**config.mk**
```make
export PLATFORM = sky130hd
export DESIGN_NAME = divider_flat
export DESIGN_NICKNAME = d
export VERILOG_FILES = /design/src/rtl/divider_pkg.sv /design/src/rtl/divider_if.sv /design/src/rtl/add_huit.sv /design/src/rtl/divider_step.sv /design/src/rtl/divider.sv /design/src/flat_wrapper.sv
export SDC_FILE = /design/constraint.sdc
export NUM_CORES = 1
export LEC_CHECK = 0
export CAP_MARGIN = 10
export CORE_MARGIN = 2
export CORE_UTILIZATION = 56
export DETAILED_ROUTE_END_ITERATION = 8
export PLACE_DENSITY = 0.84
export SKIP_CTS_REPAIR_TIMING = 1
export SLEW_MARGIN = 20
export SYNTH_ARGS = -nofsm -noshare
export SYNTH_HDL_FRONTEND = slang
export SYNTH_SLANG_ARGS = --single-unit
```
**constraint.sdc**
```tcl
create_clock -name clk -period 9.9 [get_ports clk]
set_input_delay 1.98 -clock clk [delete_from_list [all_inputs] [get_ports clk]]
set_output_delay 1.98 -clock clk [all_outputs]
set_load 0.02 [all_outputs]
```
**src/rtl/divider_pkg.sv**
```systemverilog
// Shared types and constants for the sequential restoring divider.
package divider_pkg;

  // FSM state encodings
  typedef enum logic [1:0] {
    ST_IDLE = 2'd0,
    ST_RUN  = 2'd1,
    ST_DONE = 2'd2
  } state_t;

  // Dividend/quotient width, divisor/remainder width, steps per division
  localparam int DW    = 16;
  localparam int VW    = 8;
  localparam int NSTEP = 16;

  // Width of the step counter (counts 0..NSTEP-1)
  localparam int CW = $clog2(NSTEP);

endpackage

```
**src/rtl/divider_if.sv**
```systemverilog
// Start/busy/done handshake and operand/result bus of the divider.
interface divider_if;
  import divider_pkg::*;

  logic          start;
  logic [DW-1:0] dividend;
  logic [VW-1:0] divisor;
  logic          busy;
  logic          done;
  logic [DW-1:0] quotient;
  logic [VW-1:0] remainder;
  logic          dbz;

  // Caller side: issues requests, observes status and results
  modport master (
    output start, dividend, divisor,
    input  busy, done, quotient, remainder, dbz
  );

  // Divider side
  modport slave (
    input  start, dividend, divisor,
    output busy, done, quotient, remainder, dbz
  );

endinterface

```
**src/rtl/add_huit.sv**
```systemverilog
// 8-bit ripple-carry adder: s = a + b + rin, carry-out on rout.
module add_huit (
  input  logic [7:0] a,
  input  logic [7:0] b,
  input  logic       rin,
  output logic [7:0] s,
  output logic       rout
);

  // Carry chain kept as separate bits so each stage is its own net
  logic c [0:8];

  assign c[0] = rin;

  generate
    for (genvar gi = 0; gi < 8; gi++) begin : g_fa
      assign s[gi]    = a[gi] ^ b[gi] ^ c[gi];
      assign c[gi+1]  = (a[gi] & b[gi]) | (c[gi] & (a[gi] ^ b[gi]));
    end
  endgenerate

  assign rout = c[8];

endmodule

```
**src/rtl/divider_step.sv**
```systemverilog
// One restoring-division step: trial-subtract D from T and keep the
// difference when it does not underflow.
module divider_step
  import divider_pkg::*;
(
  input  logic [VW:0]   t,
  input  logic [VW-1:0] d,
  output logic [VW-1:0] p_next,
  output logic          ge
);

  logic [VW-1:0] s;
  logic          c;

  // T - D computed as T[7:0] + ~D + 1
  add_huit u_sub (
    .a    (t[VW-1:0]),
    .b    (~d),
    .rin  (1'b1),
    .s    (s),
    .rout (c)
  );

  // T >= D when T overflows 8 bits or the 8-bit subtraction has no borrow.
  // The partial remainder is always below D afterwards, so it fits 8 bits:
  // on ge it is s, otherwise T itself, whose top bit is then zero.
  assign ge     = t[VW] | c;
  assign p_next = ge ? s : t[VW-1:0];

endmodule

```
**src/rtl/divider.sv**
```systemverilog
// 16-by-8 unsigned sequential restoring divider, one quotient bit per clock,
// with a start/busy/done handshake and registered results.
module divider
  import divider_pkg::*;
(
  input  logic     clk,
  input  logic     rst_n,
  divider_if.slave bus
);

  state_t        state_reg;
  logic [VW-1:0] p_reg;
  logic [DW-1:0] q_reg;
  logic [VW-1:0] d_reg;
  logic [CW-1:0] count_reg;

  logic          busy_reg;
  logic          done_reg;
  logic          dbz_reg;
  logic [DW-1:0] quotient_reg;
  logic [VW-1:0] remainder_reg;

  logic [VW:0]   t;
  logic [VW-1:0] p_next;
  logic          ge;
  logic [DW-1:0] q_next;

  // Shift the next dividend bit into the partial remainder
  assign t      = {p_reg, q_reg[DW-1]};
  assign q_next = {q_reg[DW-2:0], ge};

  divider_step u_step (
    .t      (t),
    .d      (d_reg),
    .p_next (p_next),
    .ge     (ge)
  );

  // FSM, iteration datapath and result registers
  always_ff @(posedge clk or negedge rst_n) begin
    if (!rst_n) begin
      state_reg     <= ST_IDLE;
      p_reg         <= '0;
      q_reg         <= '0;
      d_reg         <= '0;
      count_reg     <= '0;
      busy_reg      <= 1'b0;
      done_reg      <= 1'b0;
      dbz_reg       <= 1'b0;
      quotient_reg  <= '0;
      remainder_reg <= '0;
    end else begin
      done_reg <= 1'b0;
      unique case (state_reg)
        ST_IDLE, ST_DONE: begin
          if (bus.start) begin
            if (bus.divisor == '0) begin
              // Divide by zero resolves immediately without iterating
              quotient_reg  <= '1;
              remainder_reg <= bus.dividend[VW-1:0];
              dbz_reg       <= 1'b1;
              done_reg      <= 1'b1;
              state_reg     <= ST_DONE;
            end else begin
              p_reg     <= '0;
              q_reg     <= bus.dividend;
              d_reg     <= bus.divisor;
              count_reg <= '0;
              busy_reg  <= 1'b1;
              state_reg <= ST_RUN;
            end
          end else begin
            state_reg <= ST_IDLE;
          end
        end
        ST_RUN: begin
          p_reg     <= p_next;
          q_reg     <= q_next;
          count_reg <= count_reg + 1'b1;
          if (count_reg == CW'(NSTEP - 1)) begin
            quotient_reg  <= q_next;
            remainder_reg <= p_next;
            dbz_reg       <= 1'b0;
            done_reg      <= 1'b1;
            busy_reg      <= 1'b0;
            state_reg     <= ST_DONE;
          end
        end
        default: begin
          busy_reg  <= 1'b0;
          state_reg <= ST_IDLE;
        end
      endcase
    end
  end

  assign bus.busy      = busy_reg;
  assign bus.done      = done_reg;
  assign bus.quotient  = quotient_reg;
  assign bus.remainder = remainder_reg;
  assign bus.dbz       = dbz_reg;

endmodule

```
**src/flat_wrapper.sv**
```systemverilog
// flat-port wrapper written by rule: the top's interface ports become plain ports
module divider_flat import divider_pkg::*;
  (clk, rst_n, bus_start, bus_dividend, bus_divisor, bus_busy, bus_done, bus_quotient, bus_remainder, bus_dbz);
  divider_if bus_i ();
  input  logic clk;
  input  logic rst_n;
  input wire logic [$bits(bus_i.start)-1:0] bus_start;
  input wire logic [$bits(bus_i.dividend)-1:0] bus_dividend;
  input wire logic [$bits(bus_i.divisor)-1:0] bus_divisor;
  output wire logic [$bits(bus_i.busy)-1:0] bus_busy;
  output wire logic [$bits(bus_i.done)-1:0] bus_done;
  output wire logic [$bits(bus_i.quotient)-1:0] bus_quotient;
  output wire logic [$bits(bus_i.remainder)-1:0] bus_remainder;
  output wire logic [$bits(bus_i.dbz)-1:0] bus_dbz;
  assign bus_i.start = bus_start;
  assign bus_i.dividend = bus_dividend;
  assign bus_i.divisor = bus_divisor;
  assign bus_busy = bus_i.busy;
  assign bus_done = bus_i.done;
  assign bus_quotient = bus_i.quotient;
  assign bus_remainder = bus_i.remainder;
  assign bus_dbz = bus_i.dbz;
  divider u_core (.clk(clk), .rst_n(rst_n), .bus(bus_i));
endmodule
```
==> metrics.txt <==
Setup Skew=0.01051 ns; RSZ-0062 raised after global routing=false; Die Y=76.94 um; Final Critical Period=4.244 ns; net count after synthesis=318; Total GRT Usage=24.47%; most frequent cells in the layout=dfrtp_1, clkdlybuf4s50_1, nand2_1, a21oi_1, o21ai_0; setup violators final=0; Die Wd=76.94 um; CP endpoint kind=register; post-synthesis cell count=282; DRT Wirelength=6449 um; IO Pins=54; Via density=5.554; CTS Buf Count=9; Longest Clk Path Bufs=2; Ys Warns=0; mux contribution to synthesized area=5.670%; Avg Cell Area, Syn=10.56 um2; endpoints failing hold=0; Clock transition at path regs=0.08 ns; Critical Path Start Type=register; crit path max fanout=8; post-synthesis xor/xnor area fraction=0.2940%; nets=367; Post-Synth Adder-Cell Area=5.544%; Synth cell types=32; H-tree Lvls=3; share of cells above drive strength 1=11.01%; pin count of the biggest net entering global routing=66; Mapped Area=2979 um2; CTS tree=yes; smallest hold slack=0.4934 ns; IO buf count=53; simple-gate portion of the synthesized area=13.48%; FF+latch count, synth=65; final worst-path setup slack=5.656 ns; Place WS=5.752 ns; most common cell after layout, fill and taps aside=dfrtp_1; Slew headroom=28.95%; register area share after synthesis=54.60%; largest family of logic cells by synthesized area=compound AO/OA/AOI/OAI gates; status=finished clean; Rows=26; gpl congestion=0.7559; post-synthesis compound-gate area fraction=16.00%; 1st-pass router iterations=6; FMAX=235.6 MHz; area growth from synthesis to layout=24.86%; Max Slew Vio Count=0; Crit. Startpoint=u_core.d_reg[0]; Antenna Cells=0; worst skew pair latency=0.34 ns; HPWL after DPL=4212 um; DR DRC count=0; Tcrit/Tclk final=42.87%; Least-Margin Pin Slew=1.066 ns; drt wl/cell=15.88 um; CP required=10.13 ns; total gr overflow=0; setup TNS=0 ns; CTS root buf=clkbuf_8; first-pass GRT wire length=11150 um; Initial Util=58.33%; total number of vias=2255; Pleak=1.595 nW; initial antenna violation count=0; hold path startpoint=u_core.bus.quotient[8]; core box area=5107 um2; hold crit path type=reg -> reg; Final ANT Viol Nets=0; peak supply drop=169.0 uV; Power per Cell Area=363.5 nW/um2; die area=5919 um2; type of the worst setup path=reg -> reg; clk sinks=65; vias in the first global route=2304; worst flop-to-flop path startpoint=u_core.d_reg[0]; max-cap violation count=0; 1st-iter DRT viols=160; arrival time worst endpoint=4.47 ns
[layout make-up]
type	instances	area, um2
flip-flops and latches	65	1627
fillers	373	1388
multi-input cells	188	1221
repair buffers	56	548.0
clock buffers	9	123.9
well taps	70	87.58
clock inverters	7	71.32
inverters	11	41.29
[synthesized netlist by cell type]
master | n | area (um2)
a211oi_1 | 1 | 7.510
a21o_1 | 1 | 7.510
a21oi_1 | 33 | 165.2
a22oi_1 | 3 | 22.52
buf_1 | 2 | 7.510
buf_2 | 6 | 30.03
buf_6 | 2 | 22.52
clkbuf_1 | 8 | 30.03
dfrtp_1 | 65 | 1627
fa_1 | 7 | 140.1
ha_1 | 2 | 25.02
inv_1 | 11 | 41.29
mux2_2 | 11 | 123.9
mux2_4 | 1 | 15.01
mux2i_1 | 3 | 30.03
nand2_1 | 48 | 180.2
nand2_2 | 1 | 6.260
nand2b_1 | 2 | 12.51
nand2b_2 | 1 | 8.760
nand3_1 | 12 | 60.06
nand4_1 | 1 | 6.260
nor2_1 | 14 | 52.55
nor2b_1 | 3 | 18.77
nor3b_1 | 1 | 7.510
nor4_4 | 2 | 42.54
o21a_1 | 2 | 15.01
o21ai_0 | 19 | 95.09
o21ai_4 | 1 | 16.27
o21bai_1 | 1 | 7.510
o22a_1 | 16 | 140.1
or2_1 | 1 | 6.260
xor2_1 | 1 | 8.760
[critical path, cell delays in order, from the launching register on]
cell	delay (ns)
dfrtp_1	0.40
ha_1	0.24
fa_1	0.41
fa_1	0.41
fa_1	0.40
fa_1	0.42
inv_1	0.08
fa_1	0.18
fa_1	0.18
inv_1	0.06
fa_1	0.38
nor2b_1	0.28
mux2_2	0.32
o21ai_0	0.08
mux2_2	0.30
[per-stage QoR]
step / util [%] / total power, mW / instance area [um2] / std cells
6_report: 72.83 / 1.352 / 3720 / 406
3_3_place_gp: 69.01 / 1.096 / 3525 / 390
2_1_floorplan: - / 0.8949 / 2979 / 282
5_1_grt: 72.83 / 1.460 / 3720 / 406
3_5_place_dp: 69.01 / 1.126 / 3525 / 390
4_1_cts: 72.83 / 1.360 / 3720 / 406
[per-layer routing]
layer	track usage (%)	part of all wire (%)	vias up	wire length (um)
met5	0	0	-	0
met4	12.55	2.1	0	138
met3	5.294	5.4	13	348
met2	37.98	48	78	3113
met1	32.63	44	1106	2849
li1	-	-	1058	-
[logic make-up (layout without fill, tap and decap cells)]
group / count (synthesis) / in the layout
adder cells (fa/ha/maj): 9 / 9
XOR/XNOR: 1 / 1
multiplexers: 15 / 15
buffers and inverters: 29 / 83
flip-flops: 65 / 65
AO/OA/AOI/OAI: 77 / 77
AND/OR/NAND/NOR: 86 / 86
[where the power goes]
group	switching, mW	total (mW)	internal [mW]
combinational	0.348	0.649	0.301
clock	0.107	0.222	0.116
sequential	0.0853	0.481	0.396
[final timing paths]
check | cells after the start | end | slack, ns
worst min-delay path | 1 | u_core.bus.quotient[8] | 0.49
max in group asynchronous | 2 | u_core.count_reg[2] | 7.57
worst min register to register | 1 | u_core.bus.quotient[8] | 0.49
min in group asynchronous | 2 | u_core.p_reg[2] | 1.80
worst max register to register | 14 | u_core.bus.remainder[4] | 5.66
worst max-delay path | 14 | u_core.bus.remainder[4] | 5.66
Power figures use the tool's default switching activity.
